## config.mk

```make
export PLATFORM = sky130hd
export DESIGN_NAME = display_scan_ctrl
export DESIGN_NICKNAME = d
export VERILOG_FILES = /design/src/rtl/display_scan_ctrl.sv
export SDC_FILE = /design/constraint.sdc
export NUM_CORES = 1
export LEC_CHECK = 0
export BUFFER_PORTS_ARGS = -buffer_cell sky130_fd_sc_hd__buf_2
export CAP_MARGIN = 20
export CELL_PAD_IN_SITES_DETAIL_PLACEMENT = 1
export CELL_PAD_IN_SITES_GLOBAL_PLACEMENT = 2
export CORE_MARGIN = 4
export CORE_UTILIZATION = 33
export DETAILED_ROUTE_END_ITERATION = 6
export PLACE_DENSITY = 0.84
export SLEW_MARGIN = 10
export SYNTH_ARGS = -nofsm -noshare
export SYNTH_HDL_FRONTEND = slang
export SYNTH_SLANG_ARGS = --single-unit
```

## constraint.sdc

```tcl
create_clock -name clk -period 8.5 [get_ports clk]
set_input_delay 1.275 -clock clk [delete_from_list [all_inputs] [get_ports clk]]
set_output_delay 1.275 -clock clk [all_outputs]
set_load 0.02 [all_outputs]
```

## src/rtl/display_scan_ctrl.sv

```systemverilog
// HUB75 scan controller: row x bit-plane x column read sequencing, BCM on-time and
// frame-aligned buffer swap. Define DISPLAY_SCAN_BRIGHTNESS_EN to add a global brightness input.
module display_scan_ctrl #(
    parameter int ROWS       = 8,
    parameter int COLUMNS    = 32,
    parameter int WIDTH      = 24,
    parameter int DEPTH      = 8,
    parameter int BASE_TICKS = 2
) (
    input  logic                       clk,
    input  logic                       rst,
    input  logic                       swap_req,
    output logic                       swap_ack,
    output logic                       flip,
    output logic [$clog2(ROWS)-1:0]    rrow,
    output logic [$clog2(COLUMNS)-1:0] rcol,
    input  logic [WIDTH-1:0]           rdata,
    output logic                       pnl_r,
    output logic                       pnl_g,
    output logic                       pnl_b,
    output logic                       pnl_clk,
    output logic                       pnl_lat,
    output logic                       pnl_oe,
    output logic [$clog2(ROWS)-1:0]    pnl_addr,
    output logic                       frame_start
`ifdef DISPLAY_SCAN_BRIGHTNESS_EN
    ,
    input  logic [4:0]                 brightness
`endif
);

    localparam int ROW_W     = $clog2(ROWS);
    localparam int COL_W     = $clog2(COLUMNS);
    localparam int PL_W      = $clog2(DEPTH);
    localparam int SHIFT_LEN = 2 * COLUMNS + 2;
    localparam int MAX_SHOW  = BASE_TICKS << (DEPTH - 1);
    localparam int CNT_W     = $clog2((SHIFT_LEN > MAX_SHOW) ? SHIFT_LEN : MAX_SHOW) + 1;

    localparam logic [CNT_W-1:0] SHIFT_LAST = CNT_W'(SHIFT_LEN - 1);
    localparam logic [CNT_W-1:0] DATA_END   = CNT_W'(2 * COLUMNS);
    localparam logic [ROW_W-1:0] ROW_LAST   = ROW_W'(ROWS - 1);
    localparam logic [PL_W-1:0]  PL_LAST    = PL_W'(DEPTH - 1);

    typedef enum logic [1:0] {ST_SHIFT, ST_LATCH, ST_SHOW, ST_DEAD} state_e;

    state_e           state_q, state_d;
    logic [CNT_W-1:0] cnt_q, cnt_d;
    logic [ROW_W-1:0] row_q, row_d;
    logic [PL_W-1:0]  plane_q, plane_d;
    logic             flip_q, flip_d;
    logic             pending_q, pending_d;
    logic             ack_q, ack_d;
    logic [ROW_W-1:0] addr_q, addr_d;
    logic             r_q, r_d, g_q, g_d, b_q, b_d;
    logic             clk_q, clk_d;

    logic [DEPTH-1:0] r_ch, g_ch, b_ch;
    logic [CNT_W-1:0] show_last;
    logic             frame_end;

    assign r_ch      = rdata[2*DEPTH +: DEPTH];
    assign g_ch      = rdata[DEPTH   +: DEPTH];
    assign b_ch      = rdata[0       +: DEPTH];
    assign show_last = (CNT_W'(BASE_TICKS) << plane_q) - CNT_W'(1);
    assign frame_end = (state_q == ST_DEAD) && (row_q == ROW_LAST) && (plane_q == PL_LAST);

    always_comb begin
        // NOTE: every _d gets its hold value first so no path through the case can infer a latch.
        state_d   = state_q;
        cnt_d     = cnt_q;
        row_d     = row_q;
        plane_d   = plane_q;
        flip_d    = flip_q;
        pending_d = pending_q | swap_req;
        ack_d     = 1'b0;
        addr_d    = addr_q;
        r_d       = r_q;
        g_d       = g_q;
        b_d       = b_q;
        clk_d     = 1'b0;

        case (state_q)
            ST_SHIFT: begin
                // Even counts past the first read raise the shift clock; odd counts capture the pixel.
                clk_d = !cnt_q[0] && (cnt_q >= CNT_W'(2)) && (cnt_q <= DATA_END);
                if (cnt_q[0] && (cnt_q < DATA_END)) begin
                    r_d = r_ch[plane_q];
                    g_d = g_ch[plane_q];
                    b_d = b_ch[plane_q];
                end
                if (cnt_q == SHIFT_LAST) begin
                    state_d = ST_LATCH;
                    cnt_d   = '0;
                    addr_d  = row_q;
                end else begin
                    cnt_d = cnt_q + CNT_W'(1);
                end
            end
            ST_LATCH: begin
                state_d = ST_SHOW;
                cnt_d   = '0;
            end
            ST_SHOW: begin
                if (cnt_q == show_last) begin
                    state_d = ST_DEAD;
                    cnt_d   = '0;
                end else begin
                    cnt_d = cnt_q + CNT_W'(1);
                end
            end
            ST_DEAD: begin
                state_d = ST_SHIFT;
                cnt_d   = '0;
                if (plane_q == PL_LAST) begin
                    plane_d = '0;
                    row_d   = (row_q == ROW_LAST) ? '0 : row_q + ROW_W'(1);
                end else begin
                    plane_d = plane_q + PL_W'(1);
                end
                if (frame_end && (pending_q || swap_req)) begin
                    flip_d    = !flip_q;
                    ack_d     = 1'b1;
                    pending_d = 1'b0;
                end
            end
            default: state_d = ST_SHIFT;
        endcase
    end

    // NOTE: sequential state uses non-blocking assignments; the reset is synchronous, so rst
    // is only the first branch and never appears in the sensitivity list.
    always_ff @(posedge clk) begin
        if (rst) begin
            state_q   <= ST_SHIFT;
            cnt_q     <= '0;
            row_q     <= '0;
            plane_q   <= '0;
            flip_q    <= 1'b0;
            pending_q <= 1'b0;
            ack_q     <= 1'b0;
            addr_q    <= '0;
            r_q       <= 1'b0;
            g_q       <= 1'b0;
            b_q       <= 1'b0;
            clk_q     <= 1'b0;
        end else begin
            state_q   <= state_d;
            cnt_q     <= cnt_d;
            row_q     <= row_d;
            plane_q   <= plane_d;
            flip_q    <= flip_d;
            pending_q <= pending_d;
            ack_q     <= ack_d;
            addr_q    <= addr_d;
            r_q       <= r_d;
            g_q       <= g_d;
            b_q       <= b_d;
            clk_q     <= clk_d;
        end
    end

    assign swap_ack    = ack_q;
    assign flip        = flip_q;
    assign rrow        = row_q;
    assign rcol        = (state_q == ST_SHIFT) ? cnt_q[COL_W:1] : '0;
    assign pnl_r       = r_q;
    assign pnl_g       = g_q;
    assign pnl_b       = b_q;
    assign pnl_clk     = clk_q;
    assign pnl_lat     = (state_q == ST_LATCH);
    assign pnl_addr    = addr_q;
    // Gated by rst so the pulse stays low while reset is held and fires on the first free cycle.
    assign frame_start = !rst && (state_q == ST_SHIFT) && (cnt_q == '0) &&
                         (row_q == '0) && (plane_q == '0);

`ifdef DISPLAY_SCAN_BRIGHTNESS_EN
    logic [4:0] bright_sat;
    assign bright_sat = (brightness > 5'd16) ? 5'd16 : brightness;
    assign pnl_oe     = !((state_q == ST_SHOW) && ({1'b0, cnt_q[3:0]} < bright_sat));
`else
    assign pnl_oe     = (state_q != ST_SHOW);
`endif

endmodule

```

==> results.ini <==
[floorplanning]
pin_count=47
fp-row-count=26
start_util_pct=34.8
design.core.area_sq_um=5200
fp.dieH_um=82.1
die_w_um=82.1
dieArea_sq_um=6740

[power_and_ir_drop]
pwr-share-seq_pct=46.8
leakage_nw=0.904
power-per-cell-area_nw_per_um2=146
switching_share_pct=34.0
p_sw_mw=0.106
clkPwrFrac_pct=24.3
peakVddDrop_uv=89.4
comb_power_share_pct=28.8
intPower_mw=0.206

[detailed_routing]
drtPass1Iterations=4
drt_iter0_markers=55
remaining_drc_errors=0
viasPerCell=4.90
wl_mm=4.38
vias=1554
postRouteAntennaNets=0
wl_per_cell_um=13.8

[global_routing]
grt_start_max_net_pins=21
grt_pass1_vias=1553
grt_overflow=0
grt.total_usage_pct=14.0
grt_pass1_wl_mm=7.38
antenna_found_initial=0

[timing]
whs_ns=0.503
worst_pin_slew_ns=0.578
report.final.slew_viol_count=0
rsz0062_at_grt=no
clock_skew_ns=0.00635
setup_slack_ns=5.10
relSlewSlack_pct=61.1
finalSetupTns_ns=0
finalSetupViolCount=0
fmax_ghz=0.294
fin_crit_ns=3.40
finalHoldViolations=0
finalCritPeriodShare_pct=40.0

[synth]
synth_nets=252
synth_area_sq_um=1810
yosysSeqAreaShare_pct=29.8
netlist_instances=207
yosys-top-cells-area=dfxtp_1, ha_1, mux4_2, nor2_1, xnor2_1
synth_area_per_cell_sq_um=8.75
synthArstFlopShare_pct=0
synth.distinct_cells=40
synth-edff-count=0
synth_top_area_share_pct=29.8
synth-seq-cells=27
synthFlopType=dfxtp_1
ys_warn_count=0
synth.largest_area_cell=dfxtp_1

[job]
drv_cap=0

[finish]
areaGrowthSynthToFinish_pct=18.0
mostFrequentLayoutCells=buf_2, nor2_1, dfxtp_1, ha_1, nand2_1
final_net_count=293
final_common_cell=buf_2
stdcell_count=317
final_area_sq_um=2140
n_antenna_cell=0
drive_above_1_share_pct=25.1

[clocking]
root_buffer=clkbuf_8
post-cts-setup-buffer-count=0
holdBufCountCts=0
numCtsBuffers=3
clockBufferDepth=2
cts-htree-levels=1
cts.sinks=27
cts_tree=done
insertion_delay_ns=0.28
path_clk_slew_ns=0.10
cts_resized=0

[critical_path]
end_kind=output port
cp.required_ns=7.22
cp.arrival_ns=2.12
worstSetupStartpointType=flip-flop
path_max_fanout=11
rrSetupSlack_ns=5.20
crit_type=flip-flop to output port

[placed_design]
dpl.cell_count=313
globalplace.congestion=0.778
post-place-ws_ns=5.16
place_area_sq_um=2090
hpwl_mm=3.45
io_buffers=46

[status]
status=finished, final reports clean

[worst_hold_path]
hold_class=flip-flop to flip-flop

==> metrics by stage <==
stage,total power [mW],util (%)
2_1_floorplan,0.212,-
3_3_place_gp,0.239,40.1
3_5_place_dp,0.240,40.1
4_1_cts,0.317,41.1
5_1_grt,0.337,41.1
6_report,0.312,41.1
==> cell type report <==
| cell class | instances | area (sq um) |
|---|---|---|
| timing repair buffer | 46 | 230 |
| sequential | 27 | 541 |
| clock buffer | 3 | 41.3 |
| inverter | 11 | 41.3 |
| tap | 70 | 87.6 |
| fill | 661 | 3070 |
| clock inverter | 1 | 7.51 |
| multi-input combinational | 159 | 1190 |
==> power by group through the flow <==
stage	sequential, mW	combinational, mW	clock (mW)
after global placement	0.149	0.0896	0
after global routing	0.149	0.101	0.0868
after floorplan	0.149	0.0626	0
after detailed placement	0.149	0.0904	0
final	0.146	0.0899	0.0760
after CTS	0.146	0.0906	0.0796
==> state kept, by name, indices dropped and copies added, names as in the netlist <==
name       count
pnl_g          1
pnl_clk        1
pnl_r          1
flip           1
swap_ack       1
plane_q        3
pending_q      1
cnt_q          9
rrow           3
pnl_b          1
state_q        2
pnl_addr       3
==> critical path, stage by stage, from the launching register on <==
cell and delay [ns]:
dfxtp_1 0.49, inv_1 0.15, ha_1 0.33, nand2b_1 0.17, nor3b_1 0.23, nand4b_1 0.12, nor3_1 0.16, buf_2 0.20
==> kinds of logic (layout without fill, tap and decap cells) <==
logic type | after synthesis | in the layout | synth area share (%)
AO/OA/AOI/OAI | 20 | 20 | 7.74
XOR/XNOR | 20 | 20 | 9.67
adder cells (fa/ha/maj) | 18 | 18 | 12.4
buffers and inverters | 21 | 61 | 4.56
flip-flops | 27 | 27 | 29.8
multiplexers | 13 | 13 | 11.4
AND/OR/NAND/NOR | 88 | 88 | 24.4
==> per-layer routing <==
| layer | global-route usage, % | vias to the layer above | wire length, um |
|---|---|---|---|
| met3 | 2.60 | 4 | 188 |
| met5 | 0 | - | 0 |
| met2 | 22.6 | 32 | 1990 |
| met4 | 1.99 | 0 | 15 |
| li1 | - | 785 | - |
| met1 | 19.7 | 733 | 2180 |
==> worst paths after layout <==
check / from / to / cells after the start
min reg2reg: pnl_addr[0] / pnl_addr[0] / 2
min: pnl_addr[0] / pnl_addr[0] / 2
max reg2reg: plane_q[0] / cnt_q[8] / 10
max: plane_q[0] / frame_start / 7
==> cells in the mapped netlist (all sizes together), types with 2 or more instances <==
cell type	n
and2	5
mux4	6
o31ai	2
xor2	8
inv	11
nand3	9
nor3	6
buf	2
nand2	16
mux2i	6
o21ai	3
clkbuf	8
nor4	3
ha	18
nor4b	2
nor3b	2
a21oi	9
xnor2	12
dfxtp	27
nor2	32
nand2b	4
No activity file was read; power rests on OpenSTA's default activity.
